`config.mk`:
```
export PLATFORM = sky130hd
export DESIGN_NAME = div32_radix2
export DESIGN_NICKNAME = d
export VERILOG_FILES = /design/src/rtl/div_pkg.sv /design/src/rtl/div32_radix2.sv
export SDC_FILE = /design/constraint.sdc
export NUM_CORES = 1
export LEC_CHECK = 0
export ABC_AREA = 1
export BUFFER_PORTS_ARGS = -buffer_cell sky130_fd_sc_hd__buf_2
export CAP_MARGIN = 20
export CORE_UTILIZATION = 45
export CTS_CLUSTER_SIZE = 12
export DETAILED_ROUTE_END_ITERATION = 12
export PLACE_DENSITY_LB_ADDON = 0.08
export SLEW_MARGIN = 20
export SYNTH_ARGS = -nofsm -noshare
export SYNTH_HDL_FRONTEND = slang
export SYNTH_SLANG_ARGS = --single-unit
```
`constraint.sdc`:
```
create_clock -name clk -period 12.65 [get_ports clk]
set_input_delay 3.795 -clock clk [delete_from_list [all_inputs] [get_ports clk]]
set_output_delay 3.795 -clock clk [all_outputs]
set_load 0.01 [all_outputs]
```
`src/rtl/div_pkg.sv`:
```
`default_nettype none
// ============================================================================
// Module   : div_pkg
// Brief    : Shared state encoding and constants for the radix-2 divider.
// Revision : 1.0
// ============================================================================
package div_pkg;

    typedef enum logic [1:0] {
        IDLE = 2'd0,
        ITER = 2'd1,
        FIX  = 2'd2,
        DONE = 2'd3
    } div_state_t;

    localparam int          DIV_ITERS  = 32;
    localparam logic [31:0] DIV_ZERO_Q = 32'hFFFF_FFFF;
    localparam logic [31:0] INT_MIN    = 32'h8000_0000;

endpackage : div_pkg
`default_nettype wire

```
`src/rtl/div32_radix2.sv`:
```
`default_nettype none
// ============================================================================
// Module   : div32_radix2
// Brief    : Fixed-latency radix-2 restoring divider, RISC-V DIV/DIVU/REM/REMU.
// Revision : 1.0
// ============================================================================
module div32_radix2
    import div_pkg::*;
#(
    parameter int WIDTH = 32
) (
    input  logic             clk,
    input  logic             rst,
    input  logic             in_en_i,
    input  logic [WIDTH-1:0] a_i,
    input  logic [WIDTH-1:0] b_i,
    input  logic             div_signed_i,
    output logic             out_en_o,
    output logic             idle_o,
    output logic [WIDTH-1:0] q_o,
    output logic [WIDTH-1:0] rem_o
);

    localparam logic [5:0]       c_LAST    = 6'(WIDTH - 1);
    localparam logic [WIDTH-1:0] c_INT_MIN = {1'b1, {(WIDTH-1){1'b0}}};

    function automatic logic [WIDTH-1:0] f_mag(input logic [WIDTH-1:0] x, input logic s);
        return (s && x[WIDTH-1]) ? -x : x;
    endfunction

    div_state_t       state_q, state_d;
    logic [5:0]       cnt_q, cnt_d;
    logic [WIDTH-1:0] dq_q, dq_d;       // dividend shifts out of the top, quotient bits enter at the bottom
    logic [WIDTH-1:0] r_q, r_d;
    logic [WIDTH-1:0] dmag_q, dmag_d;
    logic             negq_q, negq_d;
    logic             negr_q, negr_d;
    logic             dz_q, dz_d;
    logic             ovf_q, ovf_d;
    logic [WIDTH-1:0] q_q, q_d;
    logic [WIDTH-1:0] rem_q, rem_d;
    logic             out_en_q, out_en_d;
    logic             idle_q, idle_d;

    logic [WIDTH:0]   w_trial;
    logic [WIDTH:0]   w_sub;
    logic             w_ge;

    always_comb begin
        state_d  = state_q;
        cnt_d    = cnt_q;
        dq_d     = dq_q;
        r_d      = r_q;
        dmag_d   = dmag_q;
        negq_d   = negq_q;
        negr_d   = negr_q;
        dz_d     = dz_q;
        ovf_d    = ovf_q;
        q_d      = q_q;
        rem_d    = rem_q;

        // Partial remainder can reach 2*divisor-1, so the compare needs one extra bit.
        w_trial  = {r_q, dq_q[WIDTH-1]};
        w_sub    = w_trial - {1'b0, dmag_q};
        w_ge     = (w_trial >= {1'b0, dmag_q});

        case (state_q)
            IDLE, DONE: begin
                if (in_en_i) begin
                    state_d = ITER;
                    cnt_d   = '0;
                    r_d     = '0;
                    dq_d    = f_mag(a_i, div_signed_i);
                    dmag_d  = f_mag(b_i, div_signed_i);
                    negq_d  = div_signed_i & (a_i[WIDTH-1] ^ b_i[WIDTH-1]);
                    negr_d  = div_signed_i & a_i[WIDTH-1];
                    dz_d    = (b_i == '0);
                    ovf_d   = div_signed_i && (a_i == c_INT_MIN) && (b_i == '1);
                end else if (state_q == DONE) begin
                    state_d = IDLE;
                end
            end
            ITER: begin
                r_d   = w_ge ? w_sub[WIDTH-1:0] : w_trial[WIDTH-1:0];
                dq_d  = {dq_q[WIDTH-2:0], w_ge};
                cnt_d = cnt_q + 6'd1;
                if (cnt_q == c_LAST) begin
                    state_d = FIX;
                end
            end
            FIX: begin
                state_d = DONE;
                if (dz_q) begin
                    q_d = '1;
                end else if (ovf_q) begin
                    q_d = c_INT_MIN;
                end else begin
                    q_d = negq_q ? -dq_q : dq_q;
                end
                // With a zero divisor the iterations leave |a| in r, so the sign fix restores a.
                rem_d = ovf_q ? '0 : (negr_q ? -r_q : r_q);
            end
            default: state_d = IDLE;
        endcase

        idle_d   = (state_d == IDLE) || (state_d == DONE);
        out_en_d = (state_d == DONE);
    end

    always_ff @(posedge clk or posedge rst) begin
        if (rst) begin
            state_q  <= IDLE;
            cnt_q    <= '0;
            dq_q     <= '0;
            r_q      <= '0;
            dmag_q   <= '0;
            negq_q   <= 1'b0;
            negr_q   <= 1'b0;
            dz_q     <= 1'b0;
            ovf_q    <= 1'b0;
            q_q      <= '0;
            rem_q    <= '0;
            out_en_q <= 1'b0;
            idle_q   <= 1'b1;
        end else begin
            state_q  <= state_d;
            cnt_q    <= cnt_d;
            dq_q     <= dq_d;
            r_q      <= r_d;
            dmag_q   <= dmag_d;
            negq_q   <= negq_d;
            negr_q   <= negr_d;
            dz_q     <= dz_d;
            ovf_q    <= ovf_d;
            q_q      <= q_d;
            rem_q    <= rem_d;
            out_en_q <= out_en_d;
            idle_q   <= idle_d;
        end
    end

    assign out_en_o = out_en_q;
    assign idle_o   = idle_q;
    assign q_o      = q_q;
    assign rem_o    = rem_q;

endmodule : div32_radix2
`default_nettype wire

```
## Word level (Yosys, flattened, before mapping)

Cells that the tools add are included.

| operators by class | value |
|---|---|
| $add $sub $neg | 6 |
| order comparisons | 1 |
| equal/unequal tests | 8 |
| mux-type cells | 18 |
| bitwise gates (word level) | 3 |
| reductions and logical operators | 12 |

Operators with widths:

| operator | count |
|---|---|
| 32-bit two-way mux | 10 |
| 32-bit negator | 4 |
| 32-bit one-hot mux with 2 select lines | 2 |
| 32-bit == test, second input constant | 2 |
| 33-bit by 32-bit >= comparator with 1-bit output | 1 |
| 32-bit zero test | 1 |
| 32-bit subtractor | 1 |
| 6-bit one-hot mux with 2 select lines | 1 |
| 6-bit by 1-bit adder with 6-bit output, second input constant | 1 |
| 2-bit == test, second input constant | 3 |
| 6-bit by 5-bit == test with 1-bit output, second input constant | 1 |
| 2-bit two-way mux | 3 |
| 6-bit two-way mux | 1 |
| 2-bit one-hot mux with 3 select lines | 1 |
| 1-bit logical AND | 4 |
| 2-bit zero test | 2 |
| 2-bit AND reduction | 2 |
| 1-bit AND | 2 |
| 2-bit by 1-bit == test with 1-bit output, second input constant | 1 |
| 2-bit inequality test, second input constant | 1 |
| 2-bit nonzero test | 1 |
| 2-bit OR reduction | 1 |
| 1-bit logical OR | 1 |
| 1-bit XOR | 1 |

| storage, ports and cells | value |
|---|---|
| bits in registers | 174 |
| bits of input ports | 68 |
| logic and storage cells | 61 |

## Depth between registers and ports, before layout

| logic depth | value |
|---|---|
| word-level depth | 6 |
| depth in mapped cells | 17 |
| mapped depth without buffers | 16 |

## Least setup slack after synthesis

OpenSTA, ideal clock, no wires.

| timing path | value |
|---|---|
| path type | input to register |
| from | in a_i[0] |
| to | reg dq_q[28] |
| data arrival time | 4964 ps |
| required time | 12532 ps |
| path slack | 7568 ps |
| cell stages on the path | 11 |
| buffers on the path | 0 |
| cells stage by stage | inv_1 > ha_1 > nand4_1 > nor2_2 > nand3b_1 > nor2_1 > nand3_1 > nand2_1 > nand2_1 > nand3_1 > nand2_1 |

| between the ends | value |
|---|---|
| longest elaborated chain between the ends | 4 |

RTL lines:

| what | line | text |
|---|---|---|
| start, declared | div32_radix2.sv:15 | `input logic [WIDTH-1:0] a_i,` |
| 32-bit negator | div32_radix2.sv:28 | `return (s && x[WIDTH-1]) ? -x : x;` |
| 32-bit two-way mux | div32_radix2.sv:28 |  |
| 32-bit two-way mux | div32_radix2.sv:69 | `if (in_en_i) begin` |
| 32-bit one-hot mux with 2 select lines | div32_radix2.sv:67 | `case (state_q)` |
| end signal, assigned | div32_radix2.sv:128 | `dq_q <= dq_d;` |
| end, declared | div32_radix2.sv:33 | `logic [WIDTH-1:0] dq_q, dq_d;` |

No other way between the ends. The select of a mux whose other input is x is not followed.
A chain may end at the register's enable or synchronous reset.

## Worst setup path after layout

| timing path | value |
|---|---|
| from | in in_en_i |
| to | reg dq_q[29] |

| between the ends | value |
|---|---|
| longest elaborated chain between the ends | 2 |

RTL lines:

| what | line | text |
|---|---|---|
| start, declared | div32_radix2.sv:14 | `input logic in_en_i,` |
| 2-bit inequality test (no source line) | - |  |
| 2-bit AND reduction (no source line) | - |  |

No other way between the ends.

==> results.toml <==
[logic_synthesis]
syn_area_per_cell_um2 = 6.510
syn_inst = 2063
synth-edff-count = 0
synth_top_area_frac = 0.3224
synth.largest_area_cell = "dfrtp_1"
synth_area_um2 = 13430
yosysWarnings = 0
syn_nets = 2173
synth_cell_types = 53
synthFlopType = "dfrtp_1"
yosys-top-cells-area = "dfrtp_1, nand2_1, inv_1, nand3_1, nor2_1"
ys_ff_latch = 174
synthArstFlopShare = 1.000
ys_seq_area_frac = 0.3243

[critical_path]
critPathRequiredTime_ps = 13010
cp.arrival_ps = 6660
cp-end-kind = "register"
rrSetupSlack_ps = 9030
ff2ff_path_depth = 11
critPathLaunch = "in_en_i"
critical_path_class = "in -> reg"
worstSetupStartpointType = "input port"
r2r-end = "dq_q[29]"
rr_startpoint = "state_q[1]"
path_max_fanout = 42

[floorplan]
fp.coreArea_um2 = 29010
die_area_um2 = 30540
ioPinCount = 134
start_util = 0.4629
die_height_um = 174.8
die_width_um = 174.8
num_rows = 62

[placement]
gp_routability_congestion = 0.9497
io_buffers = 133
hpwlAfterDp_um = 33310

[timing]
final_hold_viol_count = 0
finalSetupViolations = 0
maxSlewViolCount = 0
min_period_ps = 6300
relSlewSlack = 0.2889
rsz0062_at_grt = "no"
finalSetupTns_ps = 0
fin_crit_sh = 0.4980
whs_ps = 474.1
tightest_slew_ps = 1067
finalClockSkew_ps = 12.17
max_freq_mhz = 158.7

[outcome]
status = "completed"

[power_and_ir_drop]
leakage_uw = 0.008029
powerDensity_nw_per_um2 = 203.2
vdd_drop_max_mv = 0.1375

[cells_and_area]
final_common_cell = "nand2_1"
most-common-layout-cells = "nand2_1, inv_1, nand3_1"
layout-drive-gt1-share = 0.1081
syn_to_final_growth_pct = 11.61
diodes = 0
nNetsFinal = 2270

[cts]
clock-sinks = 174
hold_buffers = 0
path_clk_slew_ps = 70
post_cts_buffers = 0
clk_latency_ps = 440
cts_buffer_depth = 2
cts_buffers = 17
cts_max_level = 4
ctsResizeCount = 0
cts_tree = "built"
cts-root-buf = "clkbuf_16"

[drt]
vias_per_cell = 5.258
drcViolationCount = 0
post_drt_wl_per_cell_um = 16.44
vias = 13450
drt_iter0_drc = 1144
drtPass1Iterations = 6
antenna_left = 0
drt_wl_total_um = 42040

[grt]
track_usage = 0.2816
grt_pass1_vias = 12220
overflow = 0
grt_pass1_wl_um = 67540
antenna_found_initial = 0
grt_max_degree = 72

[worst_hold_path]
worst_hold_path.endpoint = "rem_o[13]"
hold_class = "reg -> reg"
min_from = "rem_o[13]"
whs_path_depth = 2

[job]
cap_viol_max_count = 0
[critical path, stage by stage]
cell      delay (ps)
buf_2             90
nand2_1           50
buf_4            240
nand2_1          120
buf_4            410
inv_1            590
nor2_2           210
buf_4            430
inv_2            300
o22ai_1          230
o21bai_1         150
[worst max-delay path by stage]
stage                to  cells after the start
2_1_floorplan  cnt_q[0]                      1
3_3_place_gp   dq_q[12]                     11
3_5_place_dp   dq_q[12]                     11
4_1_cts        dq_q[29]                     11
5_1_grt        dq_q[29]                     11
6_report       dq_q[29]                     11
[metrics by stage]
| step | power, uW | std cells | area [um^2] | worst slack (ps) | utilization |
|---|---|---|---|---|---|
| 2_1_floorplan | 1985 | 2063 | 13430 | 4140 | - |
| 3_3_place_gp | 2443 | 2525 | 14350 | 6006 | 0.4947 |
| 3_5_place_dp | 2464 | 2525 | 14350 | 5936 | 0.4947 |
| 4_1_cts | 3040 | 2557 | 14990 | 6385 | 0.5166 |
| 5_1_grt | 3300 | 2557 | 14990 | 6098 | 0.5166 |
| 6_report | 3046 | 2557 | 14990 | 6350 | 0.5166 |
[cells by family (layout without fill, tap and decap cells)]
group,count (synthesis),in the layout,share of synthesized area
adder cells (fa/ha/maj),42,42,0.03969
flip-flops,174,174,0.3243
AO/OA/AOI/OAI,281,281,0.1186
XOR/XNOR,70,70,0.04565
AND/OR/NAND/NOR,1118,1118,0.3620
buffers and inverters,378,488,0.1098
[metal layers]
layer / track usage / vias up / share of wire
met5: 0 / - / 0
met4: 0.05435 / 0 / 0.012
met3: 0.04112 / 28 / 0.075
met2: 0.3748 / 442 / 0.38
met1: 0.4671 / 6139 / 0.53
li1: - / 6836 / -
[final cells by class]
class,instances,area (um^2)
timing repair buffer,141,725.7
multi-input combinational,1511,7602
clock inverter,13,182.7
tap,384,480.5
clock buffer,19,452.9
fill,3058,14020
sequential,174,4355
inverter,315,1189
[synth_stat cells (2+ instances only)]
cell      instances
a21oi_1          79
a31oi_1           5
a32o_1            2
and2_1            4
buf_1             6
buf_2            14
buf_6             5
clkbuf_1         38
clkinv_1          6
dfrtp_1         173
ha_1             41
inv_1           306
inv_2             3
nand2_1         604
nand2_2          10
nand2_4           2
nand3_1         207
nand3_2           3
nand3b_1          6
nand4_1          38
nand4_2           3
nor2_1          176
nor2_2           18
nor2_4            3
nor3_1           25
nor3_2            3
nor3_4            3
nor4_1            4
o211ai_1          8
o21ai_0         107
o21ai_1          22
o21bai_1         12
o221ai_1         15
o22ai_1          18
o31ai_1           3
or2_2             6
xnor2_1          18
xor2_1           52
[report_power, final]
| group | leakage, uW | total, uW | internal (uW) | switching [uW] |
|---|---|---|---|---|
| Combinational | 0.00543 | 1580 | 509 | 1070 |
| Clock | 0.000308 | 573 | 326 | 246 |
| Sequential | 0.00229 | 895 | 749 | 146 |
| Total | 0.00803 | 3050 | 1580 | 1460 |
[state kept, by name, indices dropped and copies added, names as in the netlist]
signal	count
negr_q	1
out_en_o	1
r_q	32
rem_o	32
dmag_q	32
dq_q	32
dz_q	1
negq_q	1
q_o	32
state_q	2
ovf_q	1
cnt_q	6
idle_o	1
Power figures use the tool's default switching activity.
